[config.mk]
export PLATFORM = sky130hd
export DESIGN_NAME = registers
export DESIGN_NICKNAME = d
export VERILOG_FILES = /design/src/rtl/registers_pkg.sv /design/src/rtl/registers_read_port.sv /design/src/rtl/registers.sv
export SDC_FILE = /design/constraint.sdc
export NUM_CORES = 2
export LEC_CHECK = 0
export ABC_AREA = 1
export BUFFER_PORTS_ARGS = -buffer_cell sky130_fd_sc_hd__buf_2
export CORE_MARGIN = 2
export CORE_UTILIZATION = 30
export CTS_BUF_LIST = sky130_fd_sc_hd__clkbuf_2
export DETAILED_ROUTE_END_ITERATION = 8
export SLEW_MARGIN = 15
export SYNTH_ARGS = -nofsm -noshare
export SYNTH_HDL_FRONTEND = slang
export SYNTH_SLANG_ARGS = --single-unit
[constraint.sdc]
create_clock -name clk -period 2.2 [get_ports clk]
set_clock_uncertainty 0.15 [all_clocks]
set_input_delay 0 -clock clk [delete_from_list [all_inputs] [get_ports clk]]
set_output_delay 0 -clock clk [all_outputs]
set_load 0.02 [all_outputs]
[src/rtl/registers_pkg.sv]
// Shared widths and word type for the register file.
// Optional write bypass: define REGISTERS_WRITE_BYPASS_EN.
package registers_pkg;

    localparam int DEF_DATA_WIDTH = 32;
    localparam int DEF_ADDR_WIDTH = 5;
    localparam int DEF_NUM_REGS   = 2 ** DEF_ADDR_WIDTH;

    typedef logic [DEF_DATA_WIDTH-1:0] reg_word_t;
    typedef logic [DEF_ADDR_WIDTH-1:0] reg_addr_t;

    // True when a write this cycle targets the given read address.
    function automatic logic addr_match(
        input logic [DEF_ADDR_WIDTH-1:0] a,
        input logic [DEF_ADDR_WIDTH-1:0] b,
        input logic                      en
    );
        return en && (a == b);
    endfunction

endpackage

[src/rtl/registers_read_port.sv]
// One combinational read port: address mux with optional write bypass.
// Bypass compare is built only when REGISTERS_WRITE_BYPASS_EN is defined.
module registers_read_port
    import registers_pkg::*;
#(
    parameter int DATA_WIDTH = DEF_DATA_WIDTH,
    parameter int ADDR_WIDTH = DEF_ADDR_WIDTH,
    parameter int NUM_REGS   = 2 ** ADDR_WIDTH
) (
    input  logic [DATA_WIDTH-1:0] i_regs [NUM_REGS],
    input  logic [ADDR_WIDTH-1:0] i_addr,
    input  logic [ADDR_WIDTH-1:0] i_wr_addr,
    input  logic [DATA_WIDTH-1:0] i_wr_data,
    input  logic                  i_wr_en,
    output logic [DATA_WIDTH-1:0] o_data
);

    logic [DATA_WIDTH-1:0] w_sel;

    // Addresses beyond NUM_REGS read as zero.
    always_comb begin
        w_sel = '0;
        for (int i = 0; i < NUM_REGS; i++) begin
            if (i_addr == ADDR_WIDTH'(i)) begin
                w_sel = i_regs[i];
            end
        end
    end

`ifdef REGISTERS_WRITE_BYPASS_EN
    logic w_hit;

    assign w_hit  = i_wr_en && (i_wr_addr == i_addr);
    assign o_data = w_hit ? i_wr_data : w_sel;
`else
    logic w_unused;

    assign w_unused = ^{i_wr_addr, i_wr_data, i_wr_en};
    assign o_data   = w_sel;
`endif

endmodule

[src/rtl/registers.sv]
// Two-read, one-write register file with synchronous active-high reset.
// Optional write-through bypass: define REGISTERS_WRITE_BYPASS_EN.
module registers
    import registers_pkg::*;
#(
    parameter int DATA_WIDTH = DEF_DATA_WIDTH,
    parameter int ADDR_WIDTH = DEF_ADDR_WIDTH,
    parameter int NUM_REGS   = 2 ** ADDR_WIDTH
) (
    input  logic                  clk,
    input  logic                  reset,
    input  logic [ADDR_WIDTH-1:0] readRegister1,
    input  logic [ADDR_WIDTH-1:0] readRegister2,
    input  logic [ADDR_WIDTH-1:0] writeRegister,
    input  logic [DATA_WIDTH-1:0] writeData,
    input  logic                  regWrite,
    output logic [DATA_WIDTH-1:0] readData1,
    output logic [DATA_WIDTH-1:0] readData2
);

    logic [DATA_WIDTH-1:0] w_regs [NUM_REGS];
    logic                  w_wr_en;

    // Reset takes priority over a same-edge write.
    assign w_wr_en = regWrite && !reset;

    // Register 0 must power up at zero even before the first reset.
    logic [DATA_WIDTH-1:0] r_reg0 = '0;

    always_ff @(posedge clk) begin
        if (reset) begin
            r_reg0 <= '0;
        end else if (w_wr_en && writeRegister == '0) begin
            r_reg0 <= writeData;
        end
    end

    assign w_regs[0] = r_reg0;

    for (genvar g = 1; g < NUM_REGS; g++) begin : g_reg
        logic [DATA_WIDTH-1:0] r_q;
        logic                  w_we;

        assign w_we = w_wr_en && (writeRegister == ADDR_WIDTH'(g));

        always_ff @(posedge clk) begin
            if (reset) begin
                r_q <= '0;
            end else if (w_we) begin
                r_q <= writeData;
            end
        end

        assign w_regs[g] = r_q;
    end

    registers_read_port #(
        .DATA_WIDTH (DATA_WIDTH),
        .ADDR_WIDTH (ADDR_WIDTH),
        .NUM_REGS   (NUM_REGS)
    ) u_rd1 (
        .i_regs    (w_regs),
        .i_addr    (readRegister1),
        .i_wr_addr (writeRegister),
        .i_wr_data (writeData),
        .i_wr_en   (w_wr_en),
        .o_data    (readData1)
    );

    registers_read_port #(
        .DATA_WIDTH (DATA_WIDTH),
        .ADDR_WIDTH (ADDR_WIDTH),
        .NUM_REGS   (NUM_REGS)
    ) u_rd2 (
        .i_regs    (w_regs),
        .i_addr    (readRegister2),
        .i_wr_addr (writeRegister),
        .i_wr_data (writeData),
        .i_wr_en   (w_wr_en),
        .o_data    (readData2)
    );

endmodule

==> impl_metrics.json <==
{
  "routed_wire_length_per_instance_um": 21.2,
  "clock_insertion_delay_worst_skew_ns": 1.69,
  "cell_internal_pwr_mw": 25.1,
  "min-delay-path-class": "input pin to register",
  "crit_fanout": 3,
  "design.final.nets": 9091,
  "clock-root-buffer": "clkbuf_2",
  "finalWeightedCongestion": 0.973,
  "post-route-worst-setup-slack_ns": -2.97,
  "timing.final.max_slew_violations": 0,
  "die_height_um": 419,
  "synth.net_count": 8285,
  "cts_buffers": 301,
  "cp-end-kind": "output pin",
  "yosysTopAreaCell": "dfxtp_1",
  "postPlaceCellArea_mm2": 0.0606,
  "clkPwrFrac": 0.389,
  "dp.cells": 10900,
  "finalCritPeriodShare": 2.35,
  "worst_path_largest_cell_delay_ns": 0.35,
  "instances_no_fill": 11600,
  "tritoncts": "built",
  "synth.lib_cells_used.distinct": 27,
  "final_antenna_net_count": 0,
  "ffs_latches_synth": 1024,
  "core_area_mm2": 0.171,
  "grt.met1_usage": 0.331,
  "critPathArrivalTime_ns": 5.02,
  "drt_iter0_drc": 6827,
  "gr-total-overflow": 0,
  "vias_per_cell": 5.26,
  "maxSlewHeadroom": 0.128,
  "power_switching_mw": 11.3,
  "status": "complete, but fails checks",
  "gr-usage-met3": 0.0544,
  "clock_slew_at_the_register_clock_pins_of_the_worst_setup_and_hold_paths_ns": 0.10,
  "power.density_cell_area_mw_per_mm2": 550,
  "postRouteWirelength_mm": 245,
  "crit_chain": "nand4_1, nand2_1, nor2_2, nand4_1, nand2_1, nand4_1, nor2_2, nand4_1, nor2_1, buf_4, nand4_1, nor2_1, nand4_1, nor2_1, buf_4, nand3_2, nand2_2, nand4_1, nor2_2, nand3_2, buf_6",
  "port_buffers": 113,
  "tightest_slew_ns": 1.31,
  "synthTopCellsByArea": "dfxtp_1 40%, nand2_1 21%, nor2_1 9.9%, a21oi_1 6.7%, nand4_1 5.9%",
  "finalSetupViolations": 66,
  "cap_viol_max_count": 0,
  "yosysTopAreaCellShare": 0.397,
  "via_count": 60700,
  "finalPower_mw": 36.4,
  "grt_setup_unrepaired": "true",
  "start_kind": "register",
  "remaining_drc_errors": 0,
  "whs_ns": -0.0146,
  "worstPathRequired_ns": 2.05,
  "commonest_non_fill_non_tap_cells_in_the_layout": "2772 x nand2_1, 1166 x nor2_1, 979 x dfxtp_1",
  "grt_start_max_net_pins": 172,
  "critical-path-top-cell-by-count": "nand4_1",
  "area_growth_pct": 28.2,
  "r2r_slack_ns": 0.79,
  "layout.cells.most_common": "nand2_1",
  "hold_viol_final": 4,
  "gr-max-usage-layer": "met2",
  "power.static_leakage_nw": 24.9,
  "worst-setup-path-type": "register to output pin",
  "max_clock_freq_ghz": 0.194,
  "grt_util_met2": 0.435,
  "final_area_mm2": 0.0662,
  "clock_tree.buffer_depth": 4,
  "seq_power_share": 0.514,
  "sw_frac_of_total": 0.310,
  "pre_cts_ws_ns": -1.62,
  "synth.cell_area_mm2": 0.0516,
  "grt_pass1_vias": 57100,
  "initial_utilization": 0.301,
  "synthCells": 8235,
  "power.share.combinational": 0.097,
  "wire_length_of_the_first_global_routing_pass_mm": 360,
  "synthesis.yosys.warnings": 0,
  "std_cell_rows": 152,
  "io_pins": 114,
  "dr_pass1_iterations": 7,
  "cts_sinks": 1024,
  "groute.usage.overall": 0.270,
  "critical-path-slowest-cell": "dfxtp_2",
  "failing_checks": "hold timing, setup timing",
  "htree_levels": 5,
  "antenna_violations_before_repair": 11,
  "hpwl_after_detailed_placement_mm": 170,
  "die_w_um": 419,
  "dieArea_mm2": 0.175,
  "finalWorstPathRequiredPeriod_ns": 5.17,
  "post_synth.cell_area_avg_um2": 6.27,
  "final_layout_size_suffix_gt1_frac": 0.209,
  "peakVddDrop_v": 0.000501,
  "synth.yosys.seq_area_share": 0.397
}
path summary, 6_finish.rpt:
check	cells after the start	end	start
min	11	g_reg[8].r_q[7]	writeRegister[1]
max reg2reg	3	g_reg[16].r_q[5]	g_reg[16].r_q[5]
max	21	readData1[10]	g_reg[1].r_q[10]
min reg2reg	2	g_reg[1].r_q[27]	g_reg[1].r_q[27]
power groups by stage:
stage          registers (mW)  logic, mW  clock network [mW]
2_1_floorplan            19.1       1.37                   0
3_3_place_gp             19.1       3.01                   0
3_5_place_dp             19.1       3.03                   0
4_1_cts                  18.7       3.39                14.3
5_1_grt                  18.7       3.63                15.3
6_report                 18.7       3.51                14.2
area by class of cell:
type	instances	area (um2)
Fill cell	18200	105000
Multi-Input combinational cell	6106	27900
Sequential cell	1024	20600
Timing Repair Buffer	1116	10500
Tap cell	2310	2890
Clock buffer	438	2190
Inverter	492	1850
Clock inverter	56	238
Antenna cell	11	27.5
Yosys cell counts:
cell type  count
nor2_4         4
nor2_1      1355
o21ai_0       41
nand4_1      484
or2_0          2
a211oi_1     309
nand2_1     2855
a21oi_1      688
nand2_2        2
buf_4         12
nor3_1       159
nand3_2        1
clkinv_1      19
or2_2         78
inv_1        458
or2_1          1
nor2_2        14
buf_6          5
nor3_4         2
dfxtp_1     1024
nor4_1         1
clkbuf_1     538
nor3b_1        2
buf_2         31
buf_1         27
nand3_1      108
inv_2         15
stage by stage:
stage	util	setup TNS, ns
3_3_place_gp	0.354	-92.24
3_5_place_dp	0.354	-91.79
4_1_cts	0.383	-205.45
2_1_floorplan	-	0
6_report	0.386	-169.35
5_1_grt	0.386	-184.22
critical path, delay by kind of cell, from the launching register on:
family	cells	cell delay, ns
DFF	1	0.35
buffers and inverters	3	0.42
and+or+nand+nor	18	2.51
kinds of logic (layout without fill, tap and decap cells):
family,after synthesis,in the layout,synth area share
and+or+nand+nor,5068,5068,0.405
buffers and inverters,1105,2102,0.0827
AOI/OAI and AO/OA,1038,1038,0.116
DFF,1024,1024,0.397
other,0,11,0
state kept, by name, indices dropped and copies added, names as in the netlist:
register	count
r_reg0	32
g.r_q	992
metal layers:
metal,part of all wire,vias up,wire length (um)
met4,0.064,2,15600
met1,0.39,28300,94300
met3,0.096,798,23500
met5,0.000053,-,13
li1,-,28200,-
met2,0.45,3375,111000
what timing repair did:
action                                 4_1_cts  5_1_grt
pin swaps                                  124      176
setup endpoints to repair                   64      660
resized for setup                          305      136
buffers inserted                             0       10
hold buffers                               161        5
endpoints found under the hold margin     1024      303
gates cloned                                 0        2
(Power assumes the default switching activity.)
